`config.mk`:
```
export PLATFORM = sky130hd
export DESIGN_NAME = ram_arbiter
export DESIGN_NICKNAME = d
export VERILOG_FILES = /design/src/rtl/ram_arbiter_pkg.sv /design/src/rtl/ram_arb_pick.sv /design/src/rtl/ram_arbiter.sv
export SDC_FILE = /design/constraint.sdc
export NUM_CORES = 1
export LEC_CHECK = 0
export ABC_AREA = 1
export CAP_MARGIN = 20
export CORE_AREA = 10 10 121 123
export CTS_BUF_LIST = sky130_fd_sc_hd__clkbuf_8
export DETAILED_ROUTE_END_ITERATION = 8
export DIE_AREA = 0 0 131 133
export GPL_TIMING_DRIVEN = 0
export HOLD_SLACK_MARGIN = 0.02
export PLACE_DENSITY = 0.71
export SYNTH_ARGS = -nofsm -noshare
export SYNTH_HDL_FRONTEND = slang
export SYNTH_SLANG_ARGS = --single-unit
export TNS_END_PERCENT = 30
```
`constraint.sdc`:
```
create_clock -name clk -period 1.6 [get_ports clk]
set_input_delay 0.32 -clock clk [delete_from_list [all_inputs] [get_ports clk]]
set_output_delay 0.32 -clock clk [all_outputs]
set_load 0.01 [all_outputs]
```
`src/rtl/ram_arbiter_pkg.sv`:
```
// ram_arbiter_pkg: shared bus widths, master IDs and FSM encoding for the RAM arbiter.
package ram_arbiter_pkg;
    localparam int MemAddrBus = 32;
    localparam int MemBus = 32;
    localparam int NUM_MASTERS = 3;
    localparam logic [1:0] M_LSU = 2'd0;
    localparam logic [1:0] M_JTAG = 2'd1;
    localparam logic [1:0] M_UART = 2'd2;
    typedef enum logic {IDLE = 1'b0, BUSY = 1'b1} state_t;
endpackage

```
`src/rtl/ram_arb_pick.sv`:
```
// ram_arb_pick: combinational winner select; round-robin after ptr, or fixed
// priority 1 > 2 > 0 when RAM_ARB_FIXED_PRIO_EN is defined.
module ram_arb_pick
    import ram_arbiter_pkg::*;
(
    input  logic [NUM_MASTERS-1:0] req,
    input  logic [1:0]             ptr,
    output logic [1:0]             id,
    output logic                   valid
);
    assign valid = |req;
`ifdef RAM_ARB_FIXED_PRIO_EN
    assign id = req[M_JTAG] ? M_JTAG : req[M_UART] ? M_UART : M_LSU;
`else
    logic [1:0] c;
    // Walk the order backwards so the earliest requester after ptr wins.
    always_comb begin
        id = M_LSU;
        c = ptr;
        for (int k = NUM_MASTERS; k >= 1; k--) begin
            c = 2'((int'(ptr) + k) % NUM_MASTERS);
            id = req[c] ? c : id;
        end
    end
`endif
endmodule

```
`src/rtl/ram_arbiter.sv`:
```
// ram_arbiter: shares one single-port RAM between core LSU, JTAG and UART loader.
// RAM_ARB_FIXED_PRIO_EN switches arbitration to fixed priority 1 > 2 > 0.
module ram_arbiter
    import ram_arbiter_pkg::*;
(
    input  logic                   clk,
    input  logic                   rst,
    input  logic [2:0]             req_i,
    input  logic [2:0]             lock_i,
    input  logic [2:0]             we_i,
    input  logic [MemAddrBus-1:0]  addr0_i,
    input  logic [MemAddrBus-1:0]  addr1_i,
    input  logic [MemAddrBus-1:0]  addr2_i,
    input  logic [MemBus-1:0]      data0_i,
    input  logic [MemBus-1:0]      data1_i,
    input  logic [MemBus-1:0]      data2_i,
    output logic [MemBus-1:0]      rdata_o,
    output logic [2:0]             ack_o,
    output logic                   ram_we_o,
    output logic [MemAddrBus-1:0]  ram_addr_o,
    output logic [MemBus-1:0]      ram_data_o,
    input  logic [MemBus-1:0]      ram_data_i,
    output logic                   hold_core_o
);
    state_t state, state_nx;
    logic [1:0] gnt_id, gnt_nx, rr_ptr, rr_nx, pick_id;
    logic [2:0] gnt_oh, pick_req;
    logic busy, live, pick_vld;

    assign busy = state == BUSY;
    assign gnt_oh = 3'b001 << gnt_id;
    // A beat completes only while the owner still requests; reset aborts it.
    assign live = busy && req_i[gnt_id] && !rst;
`ifdef RAM_ARB_FIXED_PRIO_EN
    assign pick_req = req_i;
`else
    assign pick_req = busy ? req_i & ~gnt_oh : req_i;
`endif

    ram_arb_pick u_pick (
        .req   (pick_req),
        .ptr   (rr_ptr),
        .id    (pick_id),
        .valid (pick_vld)
    );

    always_ff @(posedge clk) begin
        if (rst) begin
            state <= IDLE;
            gnt_id <= M_LSU;
            rr_ptr <= M_UART;
        end else begin
            state <= state_nx;
            gnt_id <= gnt_nx;
            rr_ptr <= rr_nx;
        end
    end

    always_comb begin
        state_nx = state;
        gnt_nx = gnt_id;
        rr_nx = rr_ptr;
        if (!busy || (live && !lock_i[gnt_id])) begin
            state_nx = pick_vld ? BUSY : IDLE;
            gnt_nx = pick_vld ? pick_id : gnt_id;
            rr_nx = pick_vld ? pick_id : rr_ptr;
        end else if (!live) begin
            state_nx = IDLE;
        end
    end

    always_comb begin
        ram_addr_o = '0;
        ram_data_o = '0;
        if (busy) begin
            ram_addr_o = gnt_id == M_JTAG ? addr1_i : gnt_id == M_UART ? addr2_i : addr0_i;
            ram_data_o = gnt_id == M_JTAG ? data1_i : gnt_id == M_UART ? data2_i : data0_i;
        end
    end

    assign ram_we_o = live && we_i[gnt_id];
    assign ack_o = live ? gnt_oh : 3'b000;
    assign rdata_o = live ? ram_data_i : '0;
    assign hold_core_o = req_i[M_LSU] && !(busy && gnt_id == M_LSU);
endmodule

```
# Word-level counts from Yosys, hierarchy flattened
# Index checks and enable logic that the tools add are counted.
# classes
add_sub_neg,3
multipliers,0
div,3
n_lt_le_gt_ge,4
n_eq_ne,3
n_shift,1
mux,27
bitwise_logic,2
n_reduce_logical,14
# ops
operator,n
$mux 32,7
$mod 32x3->32 const B,3
$bmux 1 s2,6
$lt 2x3->1 const B,4
$mux 1,9
$add 2x2->3 const B,2
$logic_and 1x1->1,6
$mux 2,3
$mux 3,2
$logic_not 1->1,4
$add 2x1->3 const B,1
$and 3x3->3,1
$not 3->3,1
$reduce_or 3->1,1
$shl 1x2->3 const A,1
$eq 2x1->1 const B,1
$eq 2x2->1 const B,1
$logic_not 2->1,1
$ne 2x1->1 const B,1
$reduce_and 2->1,1
$logic_or 1x1->1,1
# word_totals
reg_bits,5
latch_bits,0
ramBits,0
rom_bits,0
inputBits,235
word_cells,60
mem_count,0

# Logic depth before layout (Yosys ltp)
# Gate-level depths: netlist of run 1.
# depth
ltp_word,9
ltp_mapped,12
ltp_nobuf,12

# Cells and area by module
# Synthesis of run 1 repeated with hierarchy kept, for this count alone.
# hier_totals
cells_unflattened,514
hier_area_um2,2555.0
# by_module_without_submodules
mod,n_inst,cells_per_inst,area_per_inst_um2,seq_area_each_um2
ram_arbiter,1,479,2369.8,80.1
ram_arb_pick,1,35,185.2,0.0

# Least setup slack after synthesis of run 1
# No wires, ideal clock.
# synth_timing
path_kind,reg2out
startpoint,register gnt_id[0]
endpoint,output ram_addr_o[0]
arrival_time_ns,1.315
slack_ns,-0.035
stages_incl_launch_ff,9
n_path_buf,2
path_cell_list,dfxtp_1 -> inv_2 -> nor2_1 -> inv_2 -> buf_2 -> buf_2 -> nand3_1 -> o211ai_1 -> inv_1
# synth_via
elab_chain_cells,4
# synth_lines
item,line,rtl
start: declaration,ram_arbiter.sv:26,"logic [1:0] gnt_id, gnt_nx, rr_ptr, rr_nx, pick_id;"
start signal: assignment,ram_arbiter.sv:54,gnt_id <= gnt_nx;
$eq 2x2->1,ram_arbiter.sv:76,ram_addr_o = gnt_id == M_JTAG ? addr1_i : gnt_id == M_UART ? addr2_i : addr0_i;
$mux 32,ram_arbiter.sv:76,
$mux 32 *,ram_arbiter.sv:76,
$mux 32 *,ram_arbiter.sv:75,if (busy) begin
end: declaration,ram_arbiter.sv:20,"output logic [MemAddrBus-1:0] ram_addr_o,"
# Every way passes the cells marked *; elsewhere a longest branch is shown, timed or not.

# Worst setup path after layout of run 1
# layout_timing
startpoint,register gnt_id[1]
endpoint,output ram_data_o[28]
# layout_via
elab_chain_cells,4
# layout_lines
item,line,rtl
$eq 2x2->1,ram_arbiter.sv:77,ram_data_o = gnt_id == M_JTAG ? data1_i : gnt_id == M_UART ? data2_i : data0_i;
$mux 32,ram_arbiter.sv:77,
$mux 32 *,ram_arbiter.sv:77,
$mux 32 *,ram_arbiter.sv:75,
end: declaration,ram_arbiter.sv:21,"output logic [MemBus-1:0] ram_data_o,"
# Marks and branches as above.

==> results of run 1 <==
worst max-delay path, stage by stage, from the launching register on:
cell      delay, ns
dfxtp_4        0.38
inv_4          0.05
nor2_4         0.12
buf_8          0.12
buf_12         0.13
buf_4          0.13
buf_12         0.12
nand2_4        0.04
nand3_2        0.05
o211ai_1       0.09
inv_1          0.08
buf_6          0.10
flip-flops by register name, indices dropped and copies added (netlist names):
signal / flops
gnt_id: 2
busy: 1
rr_ptr: 1
worst max path at each step:
stage                                      start             end  cells after the start
after global routing      gnt_id[1]$_SDFFE_PP0P_  ram_addr_o[14]                     11
after global placement         busy$_SDFFE_PP0P_  ram_data_o[20]                      6
after detailed placement       busy$_SDFFE_PP0P_  ram_data_o[20]                      6
final                     gnt_id[1]$_SDFFE_PP0P_  ram_data_o[28]                     11
after CTS                 gnt_id[1]$_SDFFE_PP0P_  ram_addr_o[14]                     11
after floorplan           gnt_id[1]$_SDFFE_PP0P_     rdata_o[10]                      9
power groups by stage:
stage | Combinational (W) | Clock, W | Sequential, W
after floorplan | 0.00203 | 0 | 0.000161
after global placement | 0.00413 | 0 | 0.000173
after detailed placement | 0.00414 | 0 | 0.000172
after CTS | 0.00491 | 0.000212 | 0.000179
after global routing | 0.00574 | 0.000220 | 0.000193
final | 0.00530 | 0.000206 | 0.000190
metrics by stage:
| step | TNS (ns) | hold WS [ns] | power (W) | cells |
|---|---|---|---|---|
| floorplan | 0 | 0.3891 | 0.002196 | 516 |
| global placement | -93.14 | 0.5250 | 0.004304 | 1023 |
| detailed placement | -93.24 | 0.5291 | 0.004313 | 1023 |
| CTS | -29.75 | 0.5267 | 0.005300 | 1050 |
| global route | -37.17 | 0.5516 | 0.006150 | 1057 |
| finish | -28.60 | 0.5334 | 0.005698 | 1057 |
area by class of cell:
type,count,area (um2),share of cell area
well taps,172,215.2,0.03086
repair buffers,365,3557,0.5101
inverters,113,434.2,0.06226
multi-input cells,361,2165,0.3104
plain buffers,39,473.0,0.06783
clock buffers,3,41.29,0.005921
flip-flops and latches,4,87.58,0.01256
synth_stat cells (all sizes together):
| cell | instances |
|---|---|
| nor3 | 1 |
| o22ai | 1 |
| a21boi | 1 |
| nor2 | 46 |
| o211ai | 64 |
| clkbuf | 9 |
| ha | 4 |
| inv | 113 |
| buf | 30 |
| nand2 | 160 |
| dfxtp | 4 |
| a31oi | 1 |
| or2 | 1 |
| nand3 | 76 |
| a21oi | 3 |
| o21ai | 2 |
timing repair:
item                       4_1_cts  5_1_grt
pin swaps                       10        9
setup endpoints to repair      103      104
cloned                           8        1
resized for setup              584      103
setup buffers                   17        7
cell families after synthesis:
group / Yosys count / share of synthesized area
compound gates: 72 / 0.2157
fa+ha+maj: 4 / 0.02040
simple gates: 284 / 0.4839
flops: 4 / 0.03264
buf+inv: 152 / 0.2473
layer usage:
| metal | up-vias | global-route usage |
|---|---|---|
| li1 | 2368 | - |
| met1 | 2105 | 0.2319 |
| met2 | 193 | 0.3581 |
| met3 | 22 | 0.05713 |
| met4 | 0 | 0.03399 |
| met5 | - | 0 |
==> metrics, run 1 <==
outcome finished with violations; failing checks negative setup slack; FF-to-FF Start gnt_id[0]$_SDFFE_PP0P_; PD cells around 800 mW/mm2; core area roughly 0.012 mm2; CTS max path bufs 2; DRC Markers 0; CP Launch Type flop; critical path arrival 1.63 ns; Max FO, Critical Path 8; Logic pwr share 0.931; Chip Width ~130 um; Yosys top cell area share 0.2402; fin util 0.5640; Detailed Route Iter0 Violations ~250; vias in the first global route ~4700; most common cell after layout, fill and taps aside clkdlybuf4s50_1; grt ovf 0; via count 4688; worst clock skew 0.0003267 ns; post-synthesis register bit count 4; worst hold start gnt_id[1]$_SDFFE_PP0P_; fillers approximately 1200; Synth warnings 0; Synth Area per Inst roughly 4.8 um2; Sw Share 0.4690; Detail Route Antenna Nets 0; clk_lat worst skew between 0.2 and 0.25 ns; hold buffers post-CTS 0; layout cells sized above 1 0.2994; detailed-routed wire length on met2 9687 um; most frequent cells in the layout 232 x clkdlybuf4s50_1, 133 x nand2_1, 107 x inv_1, 65 x buf_6, 64 x o211ai_1; WL/cell between 15 and 20 um; synthesized cell area 0.002454 mm2; fin area about 0.007 mm2; reg2reg setup slack -0.03 ns; Max Slew Vio Count 0; Hold Path Stages 2; P_leak roughly 3.7 nW; Sink Count 4; largest area contributor in the netlist nand2_1; ant diodes 0; CTS tree built; clock share of power 0.036; slew at the pin closest to its max-slew limit between 0.3 and 0.4 ns; Root Driver clkbuf_8; post-synthesis sequential area ratio 0.03264; post-synth net total between 700 and 800; Final #Nets approximately 1100; maximum clock rate around 500 MHz; initial antenna violation count 0; RSZ-0062 raised after global routing true; Initial Util 0.1985; top cells by area, synth nand2_1 24%, o211ai_1 20%, inv_1 17%; top layer in use met4; Worst R2R End gnt_id[0]$_SDFFE_PP0P_; Port Buffers 335; die area roughly 0.017 mm2; H-tree levels 1; floorplan row count 41; VDD IR-drop max 0.0003432 V; Final Hold Vio Count 0; Hold Path Class reg2reg; GRT Util Overall 0.2008; final setup fails between 100 and 150; largest net degree at the start of global routing 11; DP HPWL ~15000 um; DR pass1 iterations 5; first-pass GRT wire length roughly 28000 um; synth unique cells 22; R2R cell count 11; Setup WS pre-CTS -1.051 ns; cell count after synthesis roughly 520; kind of critical path reg2out; Final min period around 1.9 ns; GPL Wtd Cong between 0.8 and 0.9; io pins 336; P_sw 0.002672 W; final worst slack -0.3485 ns; Max-Cap Viols 0; crit share post-route 1.218; die height 133 um; Worst Hold Path EP gnt_id[1]$_SDFFE_PP0P_; CTS Buf Count 3; routed wire length just under 20000 um; drt via density ~4.4; Reg power frac 0.033; synth-to-layout area growth 184.2%; M1 WL 7557 um; CP endpoint kind primary output; Internal 0.003026 W; met3 wire length around 1800 um; CTS clk-pin slew, worst paths roughly 0.030 ns; CP Data Required Time ~1.3 ns; Worst slew margin 0.7685; dpl cell area ~0.0060 mm2
Note: power is estimated with default switching activity, not from simulation.
==> inputs of run 2 (changes only) <==
- TNS_END_PERCENT: 30 -> 5
==> run 2 against run 1 <==
The run still ends with negative setup slack left. Clock power about the same. Via count fell by 1.4%. Sequential cell count unchanged. Power decreased by 5.3%. Clock-buffer cell count is the same. Sequential power fell by 3%. Routed wire length fell by 2.1%. Maximum frequency is 0.13% higher. Utilization fell by 2.1 points. Worst hold slack better by 0.0023 ns. Die area did not move. Largest power group unchanged.
==> metrics, run 2 (synthesis results as in run 1) <==
outcome finished with violations; failing checks negative setup slack; Max Slew Vio Count 0; Internal approximately 0.0029 W; DP HPWL roughly 15000 um; core area about 0.012 mm2; slew at the pin closest to its max-slew limit ~0.23 ns; GPL Wtd Cong between 0.8 and 0.9; floorplan row count between 40 and 50; clock share of power 0.038; CP Data Required Time 1.28 ns; most common cell after layout, fill and taps aside clkdlybuf4s50_1; Sw Share 0.4700; Largest delay share family, worst path simple AND/OR/NAND/NOR gates; Largest Register gnt_id; grt ovf 0; Detailed Route Iter0 Violations ~250; critical path arrival 1.63 ns; CP Launch Type flop; die height around 130 um; first-pass GRT wire length 27620 um; FF-to-FF Start gnt_id[0]$_SDFFE_PP0P_; Worst Hold Path EP gnt_id[1]$_SDFFE_PP0P_; Bufs and invs on worst path 3; maximum clock rate 513.9 MHz; Worst slew margin 0.8451; CTS tree built; delay of the slowest cell on the worst path 0.37 ns; largest net degree at the start of global routing 11; Chip Width roughly 130 um; kind of critical path reg2out; routed wire length between 15000 and 20000 um; dpl cell area approximately 0.0060 mm2; PD cells about 800 mW/mm2; DRC Markers 0; P_leak about 3.6 nW; Final #Nets 1123; H-tree levels 1; fin area 0.006713 mm2; Detail Route Antenna Nets 0; Slowest-stage cell, CP dfxtp_4; worst path cell trace buf_4 -> nor2_4 -> nand3_2 -> nand2_2 -> nand2_4 -> buf_6 -> nor2_2 -> buf_2; WL/cell roughly 18 um; hold buffers post-CTS 0; io pins 336; Hold Path Stages 2; Worst R2R End gnt_id[0]$_SDFFE_PP0P_; GRT Util Overall 0.1999; Initial Util 0.1985; CTS clk-pin slew, worst paths around 0.030 ns; Final Hold Vio Count 0; Port Buffers about 340; worst clock skew about 0.00044 ns; clk_lat worst skew ~0.21 ns; final worst slack -0.3459 ns; CTS Buf Count 3; Final min period a little under 2 ns; die area around 0.017 mm2; synth-to-layout area growth 173.6%; Max FO, Critical Path 8; P_sw roughly 0.0025 W; CP endpoint kind primary output; worst hold start gnt_id[1]$_SDFFE_PP0P_; max FFs per register 2; R2R cell count 10; final setup fails ~100; CTS max path bufs 2; vias in the first global route between 4000 and 5000; Sink Count 4; initial antenna violation count 0; Logic pwr share 0.927; Hold Path Class reg2reg; most frequent cells in the layout 232 x clkdlybuf4s50_1, 144 x nand2_1, 109 x inv_1, 64 x nand3_1, 64 x o211ai_1; Reg power frac 0.034; layout cells sized above 1 0.2698; reg2reg setup slack around 0.030 ns; drt via density approximately 4.4; crit share post-route 1.216; ant diodes 0; Final Total Pwr 0.005395 W; Max-Cap Viols 0; via count 4624; RSZ-0062 raised after global routing true; Root Driver clkbuf_8; VDD IR-drop max between 0.0003 and 0.0004 V; DR pass1 iterations 4
==> run 2: cell count changes in the layout (fill, tap and decap cells not counted), moves of 5 or more <==
cell / change
clkdlybuf4s15_2: +5
buf_6: -5
nand2_4: -6
nor2_4: -9
nand3_2: -6
buf_8: -6
nand3_1: +6
nand2_1: +11
nor2_2: +5
==> run 2: per-stage QoR <==
stage	TNS [ns]	hold WS, ns	setup slack (ns)	utilization	cells
finish	-28.68	0.5357	-0.3459	0.5430	1054
global route	-37.14	0.5516	-0.4488	0.5430	1054
CTS	-29.68	0.5267	-0.3678	0.5225	1050
detailed placement	-93.24	0.5291	-1.051	0.4872	1023
global placement	-93.14	0.5250	-1.072	0.4872	1023
floorplan	0	0.3891	0.02984	-	516
==> run 2: cell type report <==
type / count / area, um2
fill: 1253 / 5650
timing repair buffer: 362 / 3501
multi-input combinational: 361 / 1994
buffer: 39 / 441.7
inverter: 113 / 431.7
tap: 172 / 215.2
sequential: 4 / 87.58
clock buffer: 3 / 41.29
==> run 2: how the worst max path moves through the flow <==
stage,from,to,slack [ns],depth (start not counted)
floorplan,gnt_id[1]$_SDFFE_PP0P_,rdata_o[10],0.03,9
global placement,busy$_SDFFE_PP0P_,ram_data_o[20],-1.07,6
detailed placement,busy$_SDFFE_PP0P_,ram_data_o[20],-1.05,6
CTS,gnt_id[1]$_SDFFE_PP0P_,ram_addr_o[14],-0.37,11
global route,gnt_id[1]$_SDFFE_PP0P_,ram_addr_o[14],-0.45,11
finish,gnt_id[0]$_SDFFE_PP0P_,rdata_o[3],-0.35,8
==> run 2: what timing repair did <==
item,4_1_cts,5_1_grt
gates cloned,8,0
buffers inserted,17,4
hold endpoints to repair,0,0
resized for setup,559,61
pin swaps,10,7
endpoints found under the setup margin,103,104
==> run 2: routing by layer <==
layer | up-vias | GRT usage | wire [um]
met5 | - | 0 | 0
met4 | 0 | 0.02596 | 217
met3 | 18 | 0.05713 | 1847
met2 | 200 | 0.3576 | 9513
met1 | 2044 | 0.2329 | 7360
li1 | 2362 | - | -
==> run 2: power groups by stage <==
stage | clock network, W | registers (W) | logic [W]
CTS | 0.000212 | 0.000179 | 0.00483
detailed placement | 0 | 0.000172 | 0.00414
finish | 0.000206 | 0.000185 | 0.00500
floorplan | 0 | 0.000161 | 0.00203
global placement | 0 | 0.000173 | 0.00413
global route | 0.000220 | 0.000188 | 0.00544
==> run 2: worst register-to-register path: stages (launching register included) <==
cell and delay [ns]:
dfxtp_4 0.40, inv_6 0.06, ha_2 0.34, inv_1 0.07, nand3_1 0.08, nand2_1 0.06, a21oi_1 0.15, o21ai_0 0.11
nor2_1 0.12, nor2_1 0.05, nor2_1 0.07
==> inputs of run 3 (changes only) <==
- CORE_AREA: 10 10 121 123 -> 10 10 123 125
- DIE_AREA: 0 0 131 133 -> 0 0 133 135
- HOLD_SLACK_MARGIN: 0.02 -> 0.1
- PLACE_DENSITY: 0.71 -> 0.66
- clock period: 1.6 -> 2.3 ns (I/O delays scaled with it)
==> run 3 against run 2 <==
The run still ends with negative setup slack left. Critical path type unchanged. Utilization decreased by 5.6 points. Final cell count shrank 2.6%. Combinational power down 43%. Largest power group unchanged. First-iteration DRC count is 22% lower. Power is 42% lower. Register-to-register slack improved by 0.61 ns.
==> metrics, run 3 (synthesis results as in run 1) <==
P_leak between 3 and 4 nW; final setup fails 1; Logic pwr share 0.912; most frequent cells in the layout 233 x clkdlybuf4s50_1, 155 x nand2_1, 109 x inv_1, 75 x nand3_1, 64 x o211ai_1; Hold Path Class reg2reg; core area 0.01257 mm2; via count 4415; floorplan row count 41; P_sw about 0.0016 W; Final Hold Vio Count 0; most used cell, CP buf_6; WL/cell between 15 and 20 um; DR pass1 iterations 4; initial antenna violation count 0; Final Total Pwr between 0.003 and 0.004 W; Chip Width around 130 um; outcome finished with violations; H-tree levels 1; routed wire length approximately 19000 um; Initial Util 0.1952; crit share post-route 1.072; DRC Markers 0; final worst slack -0.1648 ns; max FFs per register 2; kind of critical path reg2out; vias in the first global route 4200; Slowest-stage cell, CP clkdlybuf4s50_1; Internal approximately 0.0015 W; Max FO, Critical Path 10; Worst slew margin 0.6873; Largest Register gnt_id; VDD IR-drop max between 0.0003 and 0.0004 V; GRT Util Overall 0.1876; die height roughly 140 um; most common cell after layout, fill and taps aside clkdlybuf4s50_1; failing checks negative setup slack; RSZ-0062 raised after global routing true; Detailed Route Iter0 Violations 191; die area 0.01796 mm2; io pins around 340; Bufs and invs on worst path 5; drt via density roughly 4.3; Reg power frac 0.041; CP Data Required Time ~1.8 ns; GPL Wtd Cong 0.9150; slew at the pin closest to its max-slew limit roughly 0.47 ns; PD cells around 510 mW/mm2; Max Slew Vio Count 0; grt ovf 0; ant diodes 0; maximum clock rate 405.7 MHz; clk_lat worst skew 0.21 ns; delay of the slowest cell on the worst path ~0.54 ns; Port Buffers roughly 340; Sink Count 4; CP Launch Type flop; clock share of power 0.047; worst path cell trace inv_2 -> nand2_2 -> buf_6 -> buf_6 -> nand2_1 -> nand3_1 -> o211ai_1 -> inv_1 -> clkdlybuf4s50_1; CTS Buf Count 3; cell total after placement approximately 1000; DP HPWL 15820 um; CTS clk-pin slew, worst paths roughly 0.030 ns; critical path arrival 2.00 ns; Sw Share 0.5071; Final min period roughly 2.5 ns; largest net degree at the start of global routing 11; Non-Filler Instances between 1000 and 1500; CTS max path bufs 2; Detail Route Antenna Nets 0; CP endpoint kind primary output; Root Driver clkbuf_8; first-pass GRT wire length around 27000 um; layout cells sized above 1 0.1123; Largest delay share family, worst path buffers and inverters; synth-to-layout area growth 149.3%; Final #Nets between 1000 and 1500; CTS tree built; worst clock skew 0.0009956 ns; Max-Cap Viols 0
run 3: cell types whose count changed in the layout (fill, tap and decap cells not counted), moves of 25 or more:
cell,delta
buf_2,-36
buf_6,-51
dlygate4sd2_1,+32
dlymetal6s2s_1,+31
nor2_1,+25
run 3: path summary, 6_finish.rpt:
check | start | to | slack [ns] | depth (start not counted)
max | gnt_id[0]$_SDFFE_PP0P_ | ram_data_o[9] | -0.16 | 9
min | gnt_id[1]$_SDFFE_PP0P_ | gnt_id[1]$_SDFFE_PP0P_ | 0.52 | 2
max reg2reg | gnt_id[0]$_SDFFE_PP0P_ | gnt_id[0]$_SDFFE_PP0P_ | 0.64 | 10
min reg2reg | gnt_id[1]$_SDFFE_PP0P_ | gnt_id[1]$_SDFFE_PP0P_ | 0.52 | 2
run 3: per-layer routing:
metal,vias up,part of all wire,GRT usage
met5,-,0,0
met3,2,0.074,0.04303
met4,0,0.0011,0.009169
met2,175,0.50,0.3365
met1,1938,0.43,0.2323
li1,2300,-,-
run 3: area by class of cell:
class | count | area, um2
Buffer | 39 | 300.3
Clock buffer | 3 | 41.29
Fill cell | 1315 | 6451
Inverter | 113 | 424.2
Multi-Input combinational cell | 360 | 1789
Sequential cell | 4 | 87.58
Tap cell | 172 | 215.2
Timing Repair Buffer | 336 | 3259
run 3: repair_timing:
| action | 4_1_cts | 5_1_grt |
|---|---|---|
| endpoints found under the setup margin | 101 | 84 |
| hold buffers | 0 | 0 |
| pin swaps | 3 | 1 |
| cloned | 0 | 0 |
| gates resized for setup | 175 | 74 |
| buffers inserted | 1 | 0 |
run 3: stage by stage:
stage                       util  hold slack (ns)  setup slack, ns  cell area [um2]  TNS [ns]
after detailed placement  0.4791           0.5252          -0.5654             6022    -44.19
after CTS                 0.4827           0.5218          -0.2635             6067    -7.501
after global placement    0.4791           0.5251          -0.6015             6022    -43.78
after floorplan                -           0.4910           0.5250             2454         0
after global routing      0.4867           0.5466          -0.3022             6117   -0.5614
final                     0.4867           0.5242          -0.1648             6117   -0.1648
run 3: worst register-to-register path: stages, from the launching register on:
cell     delay (ns)
dfxtp_4        0.40
inv_2          0.09
ha_1           0.35
inv_1          0.09
nand3_1        0.08
nand2_1        0.05
a21oi_1        0.16
o21ai_0        0.11
nor2_1         0.12
nor2_1         0.05
nor2_1         0.07
run 3: power groups by stage:
stage | sequential, W | clock (W) | combinational, W
after floorplan | 0.000111 | 0 | 0.00142
after global placement | 0.000118 | 0 | 0.00288
after detailed placement | 0.000118 | 0 | 0.00288
after CTS | 0.000124 | 0.000149 | 0.00288
after global routing | 0.000132 | 0.000155 | 0.00312
final | 0.000128 | 0.000145 | 0.00283
